$ cat src/rtl/cpu_ctrl_fsm_gen.sv
// Multi-cycle control unit for the 16-bit CPU: RST/FETCH/DECODE/EXEC/MEMWAIT/HALT sequencing,
// datapath strobes, registered Z/C flags, memory handshake with timeout, illegal-opcode detect.
module cpu_ctrl_fsm_gen #(
  parameter int OPC_W    = 4,
  parameter int ALU_OP_W = 4,
  parameter int TMO_W    = 4
) (
  input  logic                clk,
  input  logic                reset,
  input  logic [OPC_W-1:0]    opcode,
  input  logic                Z,
  input  logic                C,
  input  logic                mem_ready,
  output logic                Load_IR,
  output logic                Inc_PC,
  output logic                Load_PC,
  output logic                Load_A,
  output logic                Load_B,
  output logic                Load_C,
  output logic                wen_DM,
  output logic                Sel2,
  output logic                mem_req,
  output logic [ALU_OP_W-1:0] opcode_ALU,
  output logic [1:0]          alu_mode,
  output logic                z_flag,
  output logic                c_flag,
  output logic                halted,
  output logic                err_illegal,
  output logic                err_timeout
);

  typedef enum logic [2:0] {
    S_RST     = 3'd0,
    S_FETCH   = 3'd1,
    S_DECODE  = 3'd2,
    S_EXEC    = 3'd3,
    S_MEMWAIT = 3'd4,
    S_HALT    = 3'd5
  } state_t;

  localparam logic [3:0] OP_NOP = 4'b0000;
  localparam logic [3:0] OP_ADD = 4'b0001;
  localparam logic [3:0] OP_ST  = 4'b0011;
  localparam logic [3:0] OP_LDI = 4'b0100;
  localparam logic [3:0] OP_LDA = 4'b0101;
  localparam logic [3:0] OP_LDB = 4'b0110;
  localparam logic [3:0] OP_SUB = 4'b1000;
  localparam logic [3:0] OP_AND = 4'b1001;
  localparam logic [3:0] OP_JMP = 4'b1010;
  localparam logic [3:0] OP_JZ  = 4'b1011;
  localparam logic [3:0] OP_JC  = 4'b1100;
  localparam logic [3:0] OP_HLT = 4'b1111;

  localparam logic [1:0] MODE_ARITH = 2'b00;
  localparam logic [1:0] MODE_LOGIC = 2'b01;
  localparam logic [1:0] MODE_IDLE  = 2'b11;

  // Last count value before timeout: the (2**TMO_W-1)th MEMWAIT cycle sees this value.
  localparam logic [TMO_W-1:0] TMO_LAST = {{(TMO_W-1){1'b1}}, 1'b0};

  state_t           state, state_nxt;
  logic [TMO_W-1:0] tmo_cnt;
  logic             cnt_clr, cnt_inc, tmo_set;
  logic             flag_ld, z_nxt, c_nxt;

  // Opcode decode; any nonzero bit above the low nibble makes the encoding illegal.
  logic [3:0] op4;
  logic       op_hi_zero;
  logic       is_add, is_sub, is_and, is_ldi, is_st, is_lda, is_ldb;
  logic       is_jmp, is_jz, is_jc, is_nop, is_hlt, is_mem;

  assign op4        = opcode[3:0];
  assign op_hi_zero = ((opcode >> 4) == '0);
  assign is_add     = op_hi_zero && (op4 == OP_ADD);
  assign is_sub     = op_hi_zero && (op4 == OP_SUB);
  assign is_and     = op_hi_zero && (op4 == OP_AND);
  assign is_ldi     = op_hi_zero && (op4 == OP_LDI);
  assign is_st      = op_hi_zero && (op4 == OP_ST);
  assign is_lda     = op_hi_zero && (op4 == OP_LDA);
  assign is_ldb     = op_hi_zero && (op4 == OP_LDB);
  assign is_jmp     = op_hi_zero && (op4 == OP_JMP);
  assign is_jz      = op_hi_zero && (op4 == OP_JZ);
  assign is_jc      = op_hi_zero && (op4 == OP_JC);
  assign is_nop     = op_hi_zero && (op4 == OP_NOP);
  assign is_hlt     = op_hi_zero && (op4 == OP_HLT);
  assign is_mem     = is_st || is_lda || is_ldb;

  always_ff @(posedge clk or negedge reset) begin
    if (!reset) begin
      state       <= S_RST;
      tmo_cnt     <= '0;
      z_flag      <= 1'b0;
      c_flag      <= 1'b0;
      err_timeout <= 1'b0;
    end else begin
      state <= state_nxt;
      if (cnt_clr)      tmo_cnt <= '0;
      else if (cnt_inc) tmo_cnt <= tmo_cnt + 1'b1;
      if (flag_ld) begin
        z_flag <= z_nxt;
        c_flag <= c_nxt;
      end
      if (tmo_set) err_timeout <= 1'b1;
    end
  end

  always_comb begin
    state_nxt   = state;
    Load_IR     = 1'b0;
    Inc_PC      = 1'b0;
    Load_PC     = 1'b0;
    Load_A      = 1'b0;
    Load_B      = 1'b0;
    Load_C      = 1'b0;
    wen_DM      = 1'b0;
    Sel2        = 1'b0;
    mem_req     = 1'b0;
    opcode_ALU  = '0;
    alu_mode    = MODE_IDLE;
    halted      = 1'b0;
    err_illegal = 1'b0;
    cnt_clr     = 1'b0;
    cnt_inc     = 1'b0;
    tmo_set     = 1'b0;
    flag_ld     = 1'b0;
    z_nxt       = z_flag;
    c_nxt       = c_flag;

    case (state)
      S_RST:    state_nxt = S_FETCH;
      S_FETCH: begin
        Load_IR   = 1'b1;
        state_nxt = S_DECODE;
      end
      S_DECODE: state_nxt = is_hlt ? S_HALT : S_EXEC;
      S_EXEC: begin
        state_nxt = S_FETCH;
        if (is_add || is_sub) begin
          opcode_ALU = ALU_OP_W'(op4);
          alu_mode   = MODE_ARITH;
          Load_C     = 1'b1;
          Inc_PC     = 1'b1;
          flag_ld    = 1'b1;
          z_nxt      = Z;
          c_nxt      = C;
        end else if (is_and) begin
          opcode_ALU = ALU_OP_W'(OP_AND);
          alu_mode   = MODE_LOGIC;
          Load_C     = 1'b1;
          Inc_PC     = 1'b1;
          flag_ld    = 1'b1;
          z_nxt      = Z;
          c_nxt      = 1'b0;
        end else if (is_ldi) begin
          Load_C = 1'b1;
          Inc_PC = 1'b1;
        end else if (is_mem) begin
          // A memory that is already ready completes the access without entering MEMWAIT.
          Sel2    = 1'b1;
          mem_req = 1'b1;
          wen_DM  = is_st;
          cnt_clr = 1'b1;
          if (mem_ready) begin
            Load_A = is_lda;
            Load_B = is_ldb;
            Inc_PC = 1'b1;
          end else begin
            state_nxt = S_MEMWAIT;
          end
        end else if (is_jmp) begin
          Load_PC = 1'b1;
        end else if (is_jz) begin
          Load_PC = z_flag;
          Inc_PC  = ~z_flag;
        end else if (is_jc) begin
          Load_PC = c_flag;
          Inc_PC  = ~c_flag;
        end else if (is_nop) begin
          Inc_PC = 1'b1;
        end else begin
          Inc_PC      = 1'b1;
          err_illegal = 1'b1;
        end
      end
      S_MEMWAIT: begin
        Sel2    = 1'b1;
        mem_req = 1'b1;
        wen_DM  = is_st;
        if (mem_ready) begin
          Load_A    = is_lda;
          Load_B    = is_ldb;
          Inc_PC    = 1'b1;
          state_nxt = S_FETCH;
        end else if (tmo_cnt == TMO_LAST) begin
          tmo_set   = 1'b1;
          state_nxt = S_HALT;
        end else begin
          cnt_inc = 1'b1;
        end
      end
      S_HALT:  halted = 1'b1;
      default: state_nxt = S_RST;
    endcase
  end

  a_pc_excl: assert property (@(posedge clk) disable iff (!reset) !(Load_PC && Inc_PC));
  a_wen_req: assert property (@(posedge clk) disable iff (!reset) wen_DM |-> mem_req);

endmodule

$ cat config.mk
export PLATFORM = sky130hd
export DESIGN_NAME = cpu_ctrl_fsm_gen
export DESIGN_NICKNAME = d
export VERILOG_FILES = /design/src/rtl/cpu_ctrl_fsm_gen.sv
export SDC_FILE = /design/constraint.sdc
export NUM_CORES = 1
export LEC_CHECK = 0
export ABC_AREA = 1
export CAP_MARGIN = 20
export CORE_MARGIN = 1
export CORE_UTILIZATION = 40
export CTS_CLUSTER_DIAMETER = 60
export DETAILED_ROUTE_END_ITERATION = 7
export PLACE_DENSITY_LB_ADDON = 0.1
export SKIP_CTS_REPAIR_TIMING = 1
export SLEW_MARGIN = 20
export SYNTH_ARGS = -nofsm -noshare
export SYNTH_HDL_FRONTEND = slang
export SYNTH_SLANG_ARGS = --single-unit
$ cat constraint.sdc
create_clock -name clk -period 4.89 [get_ports clk]
set_clock_uncertainty 0.2 [all_clocks]
set_input_delay 0.7335 -clock clk [delete_from_list [all_inputs] [get_ports clk]]
set_output_delay 0.7335 -clock clk [all_outputs]
set_load 0.02 [all_outputs]
==> impl_metrics.ini <==
[route]
drcViolationCount = 0
viasPerCell = 4.92
routed_wire_length_per_instance_um = 10.3
dr_total_vias = 852
drt_iter0_markers = 9
routed_wl_um = 1780
drtAntennaViolNets = 0
drt_pass1_iterations = 5

[finish]
syn2layout_area_growth_pct = 37.3
drive_gt1_share_pct = 8.78
diodes = 0
nets = 161
fin_util_pct = 61.0
design_area_um2 = 1090

[synthesis]
avgSynthCellArea_um2 = 6.55
synthCells = 121
ys_warn_count = 0
ys.flop_type = dfrtp_1
yosysTopAreaCell = dfrtp_1
ys_top_cells_by_count = nand2_1 (36), inv_1 (18), nor2_1 (16)
async_flop_share_pct = 100
synthTopCellsByArea = dfrtp_1 (32%), nand2_1 (17%), inv_1 (8.5%)
yosysSeqAreaShare_pct = 31.6
netlist_area_um2 = 792
synth-edff-count = 0
ys_seq_elements = 10
yosysMostFrequentCell = nand2_1
yosysTopAreaCellShare_pct = 31.6
synthDistinctLibCells = 23

[timing]
post-route-period-util_pct = 72.6
grt_setup_unrepaired = false
setup_viol = 0
max_freq_mhz = 282
min_period_ns = 3.55
slew_viol_final = 0
setup_tns_ns = 0
final_hold_viol_count = 0

[power_and_ir_drop]
combPwrFrac_pct = 56.6
seq_power_share_pct = 31.7
power_density_nw_per_um2 = 414
internal-power_uw = 245
switching_share_pct = 45.6
clockPowerShare_pct = 11.8
total_power_uw = 450
p_switching_uw = 205
vdd_drop_max_v = 0.000244
leakage_uw = 0.000557

[critical_path]
critPathBufInv = 3
startpoint_type = input port
crit_path_frequent_cell = nand2_1
crit_family = buffers and inverters
critical_path_class = input port to output pin
end_kind = output pin
crit_slowest_cell = clkdlybuf4s50_1
crit_path_max_fanout = 4
cp_cell_sequence = clkdlybuf4s50_1 -> inv_1 -> nor2_1 -> nand2_1 -> nand3_2 -> nand2_1 -> nand2_1 -> clkdlybuf4s50_1
critical_path.max_stage_delay_ns = 0.61
critPathArrivalTime_ns = 2.62
cp_data_required_time_ns = 3.96

[die]
coreArea_um2 = 1780
die-height_um = 46.5
pin_count = 29
die_x_um = 46.5
dieArea_um2 = 2160
rows = 15
start_util_pct = 44.4

[clock_tree]
path_clk_slew_ns = 0.06
numCtsBuffers = 3
insertion_delay_ns = 0.26
clockRootBuffer = clkbuf_4
clk_path_buf_depth = 2
clock-sinks = 10
cts_tree = built
htree_levels = 1

[global_routing]
grt_max_degree = 11
grt_overflow = 0
grt_pass1_vias = 742
grt_usage_pct = 19.9
antenna_found_initial = 0
grt_first_pass_wirelength_um = 3040

[placed_design]
dpl_cell_area_um2 = 1060
dp_hpwl_um = 1500
port_buffers = 26
place_congestion = 0.932

[hold_path]
hold_path.class = flop to flop

[run]
max-cap-violations = 0

[run_status]
status = completed
-- metal layers --
metal	GRT usage, %	part of all wire, %
met3	7.06	7.5
met2	31.7	48
met1	25.1	44
met5	0	0
met4	5.29	0.34
-- flip-flops by register name, summed over array words and instances, names as in the netlist --
name / cells
c_flag: 1
z_flag: 1
tmo_cnt: 4
state: 3
err_timeout: 1
-- power groups by stage --
stage,sequential [µW],clock [µW],combinational (µW)
floorplan,149,0,155
global placement,143,0,252
detailed placement,144,0,255
CTS,143,56.4,256
global route,147,60.4,285
finish,142,53.0,254
-- final timing paths --
| kind | from | endpoint | slack [ns] | cells after the start |
|---|---|---|---|---|
| worst max-delay path | opcode[2] | mem_req | 1.34 | 8 |
| worst min-delay path | err_timeout$_DFFE_PN0P_ | err_timeout$_DFFE_PN0P_ | 0.27 | 1 |
| worst max register to register | tmo_cnt[0]$_DFFE_PN0P_ | tmo_cnt[3]$_DFFE_PN0P_ | 3.21 | 9 |
| worst min register to register | err_timeout$_DFFE_PN0P_ | err_timeout$_DFFE_PN0P_ | 0.27 | 1 |
| max in group asynchronous | reset | tmo_cnt[1]$_DFFE_PN0P_ | 3.62 | 1 |
| min in group asynchronous | reset | tmo_cnt[3]$_DFFE_PN0P_ | 0.57 | 1 |
-- metrics by stage --
| stage | worst slack, ns | hold WS [ns] | instances |
|---|---|---|---|
| 2_1_floorplan | 2.41 | 0.238 | 122 |
| 3_3_place_gp | 1.37 | 0.259 | 170 |
| 3_5_place_dp | 1.35 | 0.265 | 170 |
| 4_1_cts | 1.35 | 0.278 | 173 |
| 5_1_grt | 1.19 | 0.289 | 173 |
| 6_report | 1.34 | 0.273 | 173 |
-- cell families after synthesis --
kind of cell	count (synthesis)	synth area share (%)
and+or+nand+nor	70	40.8
buffers and inverters	25	13.3
AOI/OAI and AO/OA	12	9.64
DFF	10	31.6
adders and majority gates	2	3.16
xor gates and xnor gates	1	1.11
other	1	0.473
-- placed cells by master, fill, tap and decap left out, types with 3 or more instances in the layout --
master,netlist,final
nand3_1,8,8
clkdlybuf4s50_1,0,26
clkbuf_4,0,3
o211ai_1,3,3
a21oi_1,3,3
nand2_1,36,36
dfrtp_1,10,10
inv_2,4,4
nor2_1,16,16
nor3_1,3,3
inv_1,18,18
-- final cells by class --
| class | count | area [µm²] |
|---|---|---|
| timing repair buffer | 26 | 260 |
| tap | 25 | 31.3 |
| multi-input combinational | 87 | 440 |
| inverter | 22 | 82.6 |
| sequential | 10 | 250 |
| fill | 171 | 696 |
| clock buffer | 3 | 22.5 |
Note: power is estimated with default switching activity, not from simulation.
